--- src/rtl/button_command_gen.sv ---
// -----------------------------------------------------------------------------
// button_command_gen
//   Turns two raw, bouncing push-buttons into clean, mutually exclusive,
//   single-cycle Up/Down command pulses (one per press) for the up/down
//   counter. Each button goes through a 2-flop synchroniser and a debouncer.
//   A small FSM then arbitrates between the two debounced levels.
//
//   Optional feature (macro BUTTON_AUTOREPEAT_EN):
//     While a single button stays held, it emits repeat pulses in the same
//     direction. The first repeat comes REPEAT_DELAY cycles after the initial
//     pulse, then one every REPEAT_PERIOD cycles. With the macro undefined,
//     the repeat counter does not exist and each press gives exactly one pulse.
//
// Ports
//   Clock    in   system clock, rising edge
//   Reset    in   synchronous, active-high reset
//   Btn_Up   in   raw Up button (async, active-high, may bounce)
//   Btn_Down in   raw Down button (async, active-high, may bounce)
//   Up       out  one-cycle increment pulse (registered)
//   Down     out  one-cycle decrement pulse (registered)
//   Held     out  registered OR of both debounced levels
// -----------------------------------------------------------------------------

// Per-button lane: 2-flop synchroniser followed by a debouncer.
module button_command_gen_lane #(
   parameter int DEBOUNCE_CYCLES = 500000
) (
   input  logic clk,
   input  logic rst,
   input  logic raw,
   output logic deb
);
   localparam int CW = $clog2(DEBOUNCE_CYCLES) + 1;

   logic          sync1, sync2;
   logic [CW-1:0] cnt;

   always_ff @(posedge clk) begin
      if (rst) begin
         sync1 <= 1'b0;
         sync2 <= 1'b0;
         deb   <= 1'b0;
         cnt   <= '0;
      end else begin
         sync1 <= raw;
         sync2 <= sync1;
         // Any return to the current level restarts the stability window,
         // so a glitch shorter than DEBOUNCE_CYCLES never flips deb.
         if (sync2 == deb) begin
            cnt <= '0;
         end else if (cnt == CW'(DEBOUNCE_CYCLES - 1)) begin
            deb <= ~deb;
            cnt <= '0;
         end else begin
            cnt <= cnt + CW'(1);
         end
      end
   end
endmodule

module button_command_gen #(
   parameter int DEBOUNCE_CYCLES = 500000,
   parameter int REPEAT_DELAY    = 25000000,
   parameter int REPEAT_PERIOD   = 10000000
) (
   input  logic Clock,
   input  logic Reset,
   input  logic Btn_Up,
   input  logic Btn_Down,
   output logic Up,
   output logic Down,
   output logic Held
);
   localparam int NUM_LANES = 2;   // lane 0 = Up, lane 1 = Down

   typedef enum logic [1:0] {IDLE, UP_HELD, DOWN_HELD, BOTH_LOCK} state_t;

   logic [NUM_LANES-1:0] btn_raw, deb;
   logic                 deb_up, deb_down;
   state_t               state, state_nxt;
   logic                 up_nxt, down_nxt;

   // Reject nonsensical configurations at elaboration time.
   if (DEBOUNCE_CYCLES < 1 || REPEAT_DELAY < 1 || REPEAT_PERIOD < 1) begin : g_bad_cfg
      $error("button_command_gen: all cycle parameters must be >= 1");
   end

   assign btn_raw  = {Btn_Down, Btn_Up};
   assign deb_up   = deb[0];
   assign deb_down = deb[1];

   for (genvar i = 0; i < NUM_LANES; i++) begin : g_lane
      button_command_gen_lane #(
         .DEBOUNCE_CYCLES(DEBOUNCE_CYCLES)
      ) u_lane (
         .clk(Clock),
         .rst(Reset),
         .raw(btn_raw[i]),
         .deb(deb[i])
      );
   end

`ifdef BUTTON_AUTOREPEAT_EN
   localparam int RW = $clog2(REPEAT_DELAY + REPEAT_PERIOD) + 1;

   // The count runs 0..DELAY-1 up to the first repeat. After that it cycles
   // through DELAY..DELAY+PERIOD-1, so no separate "first repeat done" flag
   // is needed.
   logic [RW-1:0] rpt_cnt, rpt_nxt;
   logic          rpt_fire, rpt_wrap;

   assign rpt_wrap = (rpt_cnt == RW'(REPEAT_DELAY + REPEAT_PERIOD - 1));
   assign rpt_fire = (rpt_cnt == RW'(REPEAT_DELAY - 1)) || rpt_wrap;
`endif

   // IDLE is entered only with both levels low, so testing the levels there
   // is the same as detecting their rising edges.
   always_comb begin
      state_nxt = state;
      up_nxt    = 1'b0;
      down_nxt  = 1'b0;
`ifdef BUTTON_AUTOREPEAT_EN
      rpt_nxt   = '0;   // cleared in every state except a continuing hold
`endif
      case (state)
         IDLE: begin
            if (deb_up && deb_down) begin
               state_nxt = BOTH_LOCK;
            end else if (deb_up) begin
               up_nxt    = 1'b1;
               state_nxt = UP_HELD;
            end else if (deb_down) begin
               down_nxt  = 1'b1;
               state_nxt = DOWN_HELD;
            end
         end
         UP_HELD: begin
            if (deb_down) begin
               state_nxt = BOTH_LOCK;
            end else if (!deb_up) begin
               state_nxt = IDLE;
            end else begin
`ifdef BUTTON_AUTOREPEAT_EN
               up_nxt  = rpt_fire;
               rpt_nxt = rpt_wrap ? RW'(REPEAT_DELAY) : rpt_cnt + RW'(1);
`endif
            end
         end
         DOWN_HELD: begin
            if (deb_up) begin
               state_nxt = BOTH_LOCK;
            end else if (!deb_down) begin
               state_nxt = IDLE;
            end else begin
`ifdef BUTTON_AUTOREPEAT_EN
               down_nxt = rpt_fire;
               rpt_nxt  = rpt_wrap ? RW'(REPEAT_DELAY) : rpt_cnt + RW'(1);
`endif
            end
         end
         BOTH_LOCK: begin
            if (!deb_up && !deb_down) state_nxt = IDLE;
         end
         default: state_nxt = IDLE;
      endcase
   end

   always_ff @(posedge Clock) begin
      if (Reset) begin
         state   <= IDLE;
         Up      <= 1'b0;
         Down    <= 1'b0;
         Held    <= 1'b0;
`ifdef BUTTON_AUTOREPEAT_EN
         rpt_cnt <= '0;
`endif
      end else begin
         state   <= state_nxt;
         Up      <= up_nxt;
         Down    <= down_nxt;
         Held    <= deb_up | deb_down;
`ifdef BUTTON_AUTOREPEAT_EN
         rpt_cnt <= rpt_nxt;
`endif
      end
   end
endmodule

--- config.mk ---
export PLATFORM = sky130hd
export DESIGN_NAME = button_command_gen
export DESIGN_NICKNAME = d
export VERILOG_FILES = /design/src/rtl/button_command_gen.sv
export SDC_FILE = /design/constraint.sdc
export NUM_CORES = 1
export LEC_CHECK = 0
export ABC_AREA = 0
export CELL_PAD_IN_SITES_DETAIL_PLACEMENT = 1
export CELL_PAD_IN_SITES_GLOBAL_PLACEMENT = 2
export CORE_UTILIZATION = 38
export DETAILED_ROUTE_END_ITERATION = 16
export GPL_TIMING_DRIVEN = 0
export PLACE_DENSITY = 0.83
export SETUP_SLACK_MARGIN = 0.15
export SYNTH_ARGS = -nofsm -noshare
export SYNTH_HDL_FRONTEND = slang
export SYNTH_SLANG_ARGS = --single-unit
--- constraint.sdc ---
create_clock -name Clock -period 2.72 [get_ports Clock]
set_clock_uncertainty 0.05 [all_clocks]
set_input_delay 0.272 -clock Clock [delete_from_list [all_inputs] [get_ports Clock]]
set_output_delay 0.272 -clock Clock [all_outputs]
set_load 0.005 [all_outputs]
# Yosys cells after proc, flatten, opt, wreduce, memory -nomap -nowiden
# Cells that the tools add are included.
# Widths: inputs -> output; s select.
totals:
  register_bits: 51
  in_bits: 4
  latchBits: 0
  n_memories: 0
  word_cells: 54
  romBits: 0
  mem_bits_rw: 0
  out_inout_bits: 3
classes:
  shifts: 0
  n_div: 0
  order_cmp: 0
  n_mux: 11
  eq_ne: 11
  bitwise_logic: 6
  multipliers: 0
  reduce_logical: 12
  add_sub_neg: 2
ops:
  columns: ["cell", "n"]
  rows:
  - ["$add 20x1->20 const B", 2]
  - ["$eq 20x19->1 const B", 2]
  - ["$mux 2", 8]
  - ["$reduce_or 3->1", 3]
  - ["$pmux 2 s4", 1]
  - ["$not 1->1", 5]
  - ["$eq 2x2->1 const B", 2]
  - ["$ne 4x2->1 const B", 1]
  - ["$reduce_and 2->1", 2]
  - ["$reduce_and 4->1", 1]
  - ["$reduce_or 4->1", 1]
  - ["$ne 3x2->1 const B", 1]
  - ["$ne 3x3->1 const B", 1]
  - ["$eq 1x1->1", 2]
  - ["$eq 2x1->1 const B", 1]
  - ["$logic_and 1x1->1", 2]
  - ["$logic_not 1->1", 2]
  - ["$logic_not 2->1", 1]
  - ["$mux 1", 2]
  - ["$ne 2x2->1 const B", 1]
  - ["$or 1x1->1", 1]

# Depth between registers and ports, before layout
depth:
  ltp_word: 4
  depth_mapped: 6

# Cells and area by module
# From an unflattened synthesis, not the netlist that was laid out.
unflattened:
  cells_unflattened: 244
  hier_area_um2: 2243.4
by_module_without_submodules:
  columns: ["module", "cells_each", "n_inst", "area_each_um2"]
  rows:
  - ["button_command_gen_lane", 115, 2, 1043.5]
  - ["button_command_gen", 14, 1, 156.4]

# Least setup slack after synthesis
# No wires, ideal clock.
synth_path:
  path_type: "reg-to-reg"
  startpoint: "reg g_lane[0].u_lane.cnt[0]"
  endpoint: "reg g_lane[0].u_lane.cnt[10]"
  path_slack_ps: 837
  setup_time_ps: 117
  stages_incl_launch_ff: 7
  arrival_ps: 1716
  cell_sequence: "dfxtp_1 ha_1 nand4_1 or4_1 o21ai_2 buf_2 nor2_1"
synth_via:
  elab_chain_len: 2
  word_cells_on_any_way: 3
  classes_between: "1 x add/sub; 1 x eq/ne; 1 x reduce/logical"
synth_lines:
  columns: ["item", "line_no", "rtl"]
  rows:
  - ["start: declaration", "36", "logic [CW-1:0] cnt;"]
  - ["start signal: assignment", "55", "cnt <= cnt + CW'(1);"]
  - ["branches (longest 2 deep; another with $add 20x1->20)", null, null]
# Several ways; the timed one is not identified.
# A chain may end at the register's enable or synchronous reset.

# Worst setup path after layout
layout_path:
  startpoint: "reg g_lane[0].u_lane.cnt[0]"
  endpoint: "reg g_lane[0].u_lane.cnt[11]"
# Same word-level chain as after synthesis.

==> implementation parameters <==
Parameter                              Value

Logic synthesis
  Yosys top cell area share ... 0.4660
  Net count after synthesis ... 246
  Leading area contributor after synthesis ... sky130_fd_sc_hd__dfxtp_1
  Leading post-synthesis cells by instance count ... sky130_fd_sc_hd__dfxtp_1, sky130_fd_sc_hd__nor2_1, sky130_fd_sc_hd__xnor2_1, sky130_fd_sc_hd__xor2_1, sky130_fd_sc_hd__nand3_1
  Netlist area before placement ... 0.002191 sq mm
  Number of synthesized flops with an enable pin ... 0
  Number of distinct library cells after synthesis ... 35
  Syn. warnings ... 0
  Per-instance average area after synthesis ... 9.129 sq um
  Commonest register cell after synthesis ... sky130_fd_sc_hd__dfxtp_1
  Post-synthesis register bit count ... 51
  Cell count after synthesis ... 240
  Cell types occupying the most area after synthesis ... sky130_fd_sc_hd__dfxtp_1, sky130_fd_sc_hd__nor2_1, sky130_fd_sc_hd__xnor2_1
  Proportion of synthesized flip-flops having asynchronous set or reset ... 0
  Dominant cell by count in the synthesized netlist ... sky130_fd_sc_hd__dfxtp_1
  Sequential fraction of the synthesis area ... 0.4660

Finish
  Util after Layout ... 0.4433
  Fraction of layout instances using a drive strength above 1 ... 0.07480
  Area added between synthesis and finish ... 12.11%
  ANT cells ... 0
  Non-filler instance count after layout ... 326
  Filler Cell Count ... 663
  Final layout net count ... 259

Floorplan
  Placeable core area ... 0.005540 sq mm
  Floorplan die height ... 77.93 um
  Number of rows created at floorplan ... 27
  Initial standard-cell utilization of the core ... 0.3954
  X dimension of the die ... 77.93 um
  Number of top-level pins ... 7
  Die area ... 0.006073 sq mm

Timing
  Slew headroom ... 0.6926
  RSZ-0062 raised after global routing ... false
  Fraction of the cycle the final worst path needs ... 0.8340
  Worst Tran Pin Value ... 0.4611 ns
  # setup viols final ... 0
  Hold Vio Cnt, Final ... 0
  Number of pins with negative max-slew slack in the final report ... 0
  Shortest period the worst path allows ... 2.269 ns
  Highest attainable clock frequency ... 0.4408 GHz
  Total Negative Setup Slacks ... 0 ns

Global route
  Number of antenna violations at the first check in global routing ... 0
  Vias in the first global route ... 1574
  Pin count of the biggest net entering global routing ... 18
  Global-route wire length before repair ... 7307 um
  GRT Util Overall ... 0.1514
  Overflow after GRT ... 0

Drt
  Router iterations before antenna repair ... 4
  Number of vias after detailed routing ... 1637
  Post-route DRC ... 0
  Number of DRC markers after the initial detailed-route iteration ... 77
  Via/cell ratio ... 5.021
  Avg WL per Cell ... 12.83 um
  ANT nets after route ... 0
  Total wire length ... 4183 um

Clock network
  Clock Path Buffers ... 2
  Clk Tree Root Cell ... sky130_fd_sc_hd__clkbuf_8
  Number of buffers inserted for hold repair after clock tree synthesis ... 0
  Number of clock sinks seen by CTS ... 51
  Clock Latency Late Sink ... 0.30 ns
  CTS tree ... yes
  Clock buffers created by TritonCTS ... 5
  Clock-pin transition on the worst setup and hold timing paths ... 0.11 ns
  Setup fix buffers added after clock tree synthesis ... 0
  Count of H-tree levels built during CTS ... 2
  Post-cts resize count ... 0

Run status
  Result of the run ... complete, no violations

Place
  Count of buffers from port buffering ... 6
  Placed wire-length estimate ... 3010 um
  Routability congestion estimate ... 0.7046
  Placed cell count ... 318

Worst hold path
  Path category of the worst min-delay check ... flip-flop to flip-flop
  Cells on Worst Hold Path ... 1
  Worst Hold Launch ... g_lane[0].u_lane.sync1$_SDFF_PP0_
  Worst Hold Endpoint ... g_lane[0].u_lane.sync2$_SDFF_PP0_

Setup path
  Worst Setup SP ... g_lane[0].u_lane.cnt[0]$_SDFF_PP0_
  Element type at the critical path end ... flip-flop
  Crit path buf inv count ... 1
  Worst reg2reg startpoint ... g_lane[0].u_lane.cnt[0]$_SDFF_PP0_
  Critical Path RT ... 2.86 ns
  Crit start category ... flip-flop
  Series of cell instances along the critical path ... ha_1 > nand4_1 > or4_1 > o21ai_2 > buf_2 > nor2_1
  Cell with the biggest individual delay on the critical path ... sky130_fd_sc_hd__or4_1
  Highest net fanout along the worst path ... 10
  Type of the worst setup path ... flip-flop to flip-flop
  Worst EP arrival ... 2.41 ns
  Logic depth of the worst register-to-register path ... 6
  Worst R2R Setup Slack ... 0.45 ns
  Max incr delay on CP ... 0.51 ns
  RR Endpoint ... g_lane[0].u_lane.cnt[11]$_SDFF_PP0_
  Crit path max-delay family ... simple AND/OR/NAND/NOR gates

Power
  Worst vdd rail ir drop ... 0.0002363 V
  Static Leak ... 0.7870 nW
  Power Density ... 531.1 mW/mm^2

Job
  Max-capacitance violation count ... 0
[cell usage in the layout, fill, tap and decap left out, types with 2 or more instances in the layout]
master / count
sky130_fd_sc_hd__nor4_1: 4
sky130_fd_sc_hd__nand4_4: 2
sky130_fd_sc_hd__buf_2: 3
sky130_fd_sc_hd__ha_1: 2
sky130_fd_sc_hd__nor2_1: 47
sky130_fd_sc_hd__o21ai_0: 5
sky130_fd_sc_hd__nor2b_1: 6
sky130_fd_sc_hd__nand2_1: 8
sky130_fd_sc_hd__clkdlybuf4s50_1: 6
sky130_fd_sc_hd__nand4_1: 10
sky130_fd_sc_hd__nor4b_1: 4
sky130_fd_sc_hd__o21ai_2: 2
sky130_fd_sc_hd__xor2_1: 15
sky130_fd_sc_hd__or3_1: 5
sky130_fd_sc_hd__nor3_1: 8
sky130_fd_sc_hd__clkbuf_8: 5
sky130_fd_sc_hd__clkbuf_1: 2
sky130_fd_sc_hd__and3_1: 3
sky130_fd_sc_hd__inv_1: 9
sky130_fd_sc_hd__dfxtp_1: 51
sky130_fd_sc_hd__nand4_2: 2
sky130_fd_sc_hd__nand3_1: 12
sky130_fd_sc_hd__and4_1: 5
sky130_fd_sc_hd__a21oi_1: 5
sky130_fd_sc_hd__or4_1: 2
sky130_fd_sc_hd__xnor2_1: 17
[where the power goes]
part	switching (W)	total [W]	internal, W
combinational	0.0000102	0.0000184	0.00000821
sequential	0.00000218	0.000752	0.000750
clock	0.000257	0.000534	0.000277
total	0.000269	0.00130	0.00104
[sequential cells by signal, indices dropped and copies added (netlist names)]
| name | count |
|---|---|
| Held | 1 |
| Down | 1 |
| g_lane.u_lane.deb | 2 |
| state | 2 |
| g_lane.u_lane.cnt | 40 |
| g_lane.u_lane.sync1 | 2 |
| Up | 1 |
| g_lane.u_lane.sync2 | 2 |
[kinds of logic after synthesis]
kind of cell    Yosys count  synth area share
xor+xnor                 32            0.1279
compound gates           15           0.04112
flops                    51            0.4660
simple gates            125            0.3232
mux                       1          0.004569
fa+ha+maj                 2           0.01142
buf+inv                  14           0.02570
[final cells by class]
type / instances / area [sq um] / area share
multi-input cells: 175 / 1114 / 0.4534
flip-flops and latches: 51 / 1021 / 0.4157
well taps: 72 / 90.09 / 0.03668
clock buffers: 5 / 68.82 / 0.02802
repair buffers: 6 / 60.06 / 0.02445
clock inverters: 3 / 46.29 / 0.01885
inverters: 9 / 33.78 / 0.01375
plain buffers: 5 / 22.52 / 0.009170
[routing by layer]
layer	GRT usage	routed length (um)
met3	0.03176	89
met5	0	0
met4	0.05556	53
met1	0.2003	2207
met2	0.2425	1833
[metrics by stage]
step | setup WS, ns | instance area [sq um] | power, W | hold slack (ns)
6_report | 0.4514 | 2456 | 0.001305 | 0.4004
3_3_place_gp | 0.4462 | 2341 | 0.0007881 | 0.3743
5_1_grt | 0.2637 | 2456 | 0.001363 | 0.4159
3_5_place_dp | 0.4249 | 2341 | 0.0007883 | 0.3785
4_1_cts | 0.4138 | 2456 | 0.001327 | 0.4047
2_1_floorplan | 0.8366 | 2191 | 0.0007791 | 0.3502
[worst max path at each step]
stage	end	slack, ns	cells after the start
2_1_floorplan	g_lane[0].u_lane.cnt[10]$_SDFF_PP0_	0.84	6
5_1_grt	g_lane[0].u_lane.cnt[14]$_SDFF_PP0_	0.26	6
3_3_place_gp	g_lane[0].u_lane.cnt[9]$_SDFF_PP0_	0.45	6
6_report	g_lane[0].u_lane.cnt[11]$_SDFF_PP0_	0.45	6
4_1_cts	g_lane[0].u_lane.cnt[11]$_SDFF_PP0_	0.41	6
3_5_place_dp	g_lane[0].u_lane.cnt[11]$_SDFF_PP0_	0.42	6
Note: power is estimated with default switching activity, not from simulation.
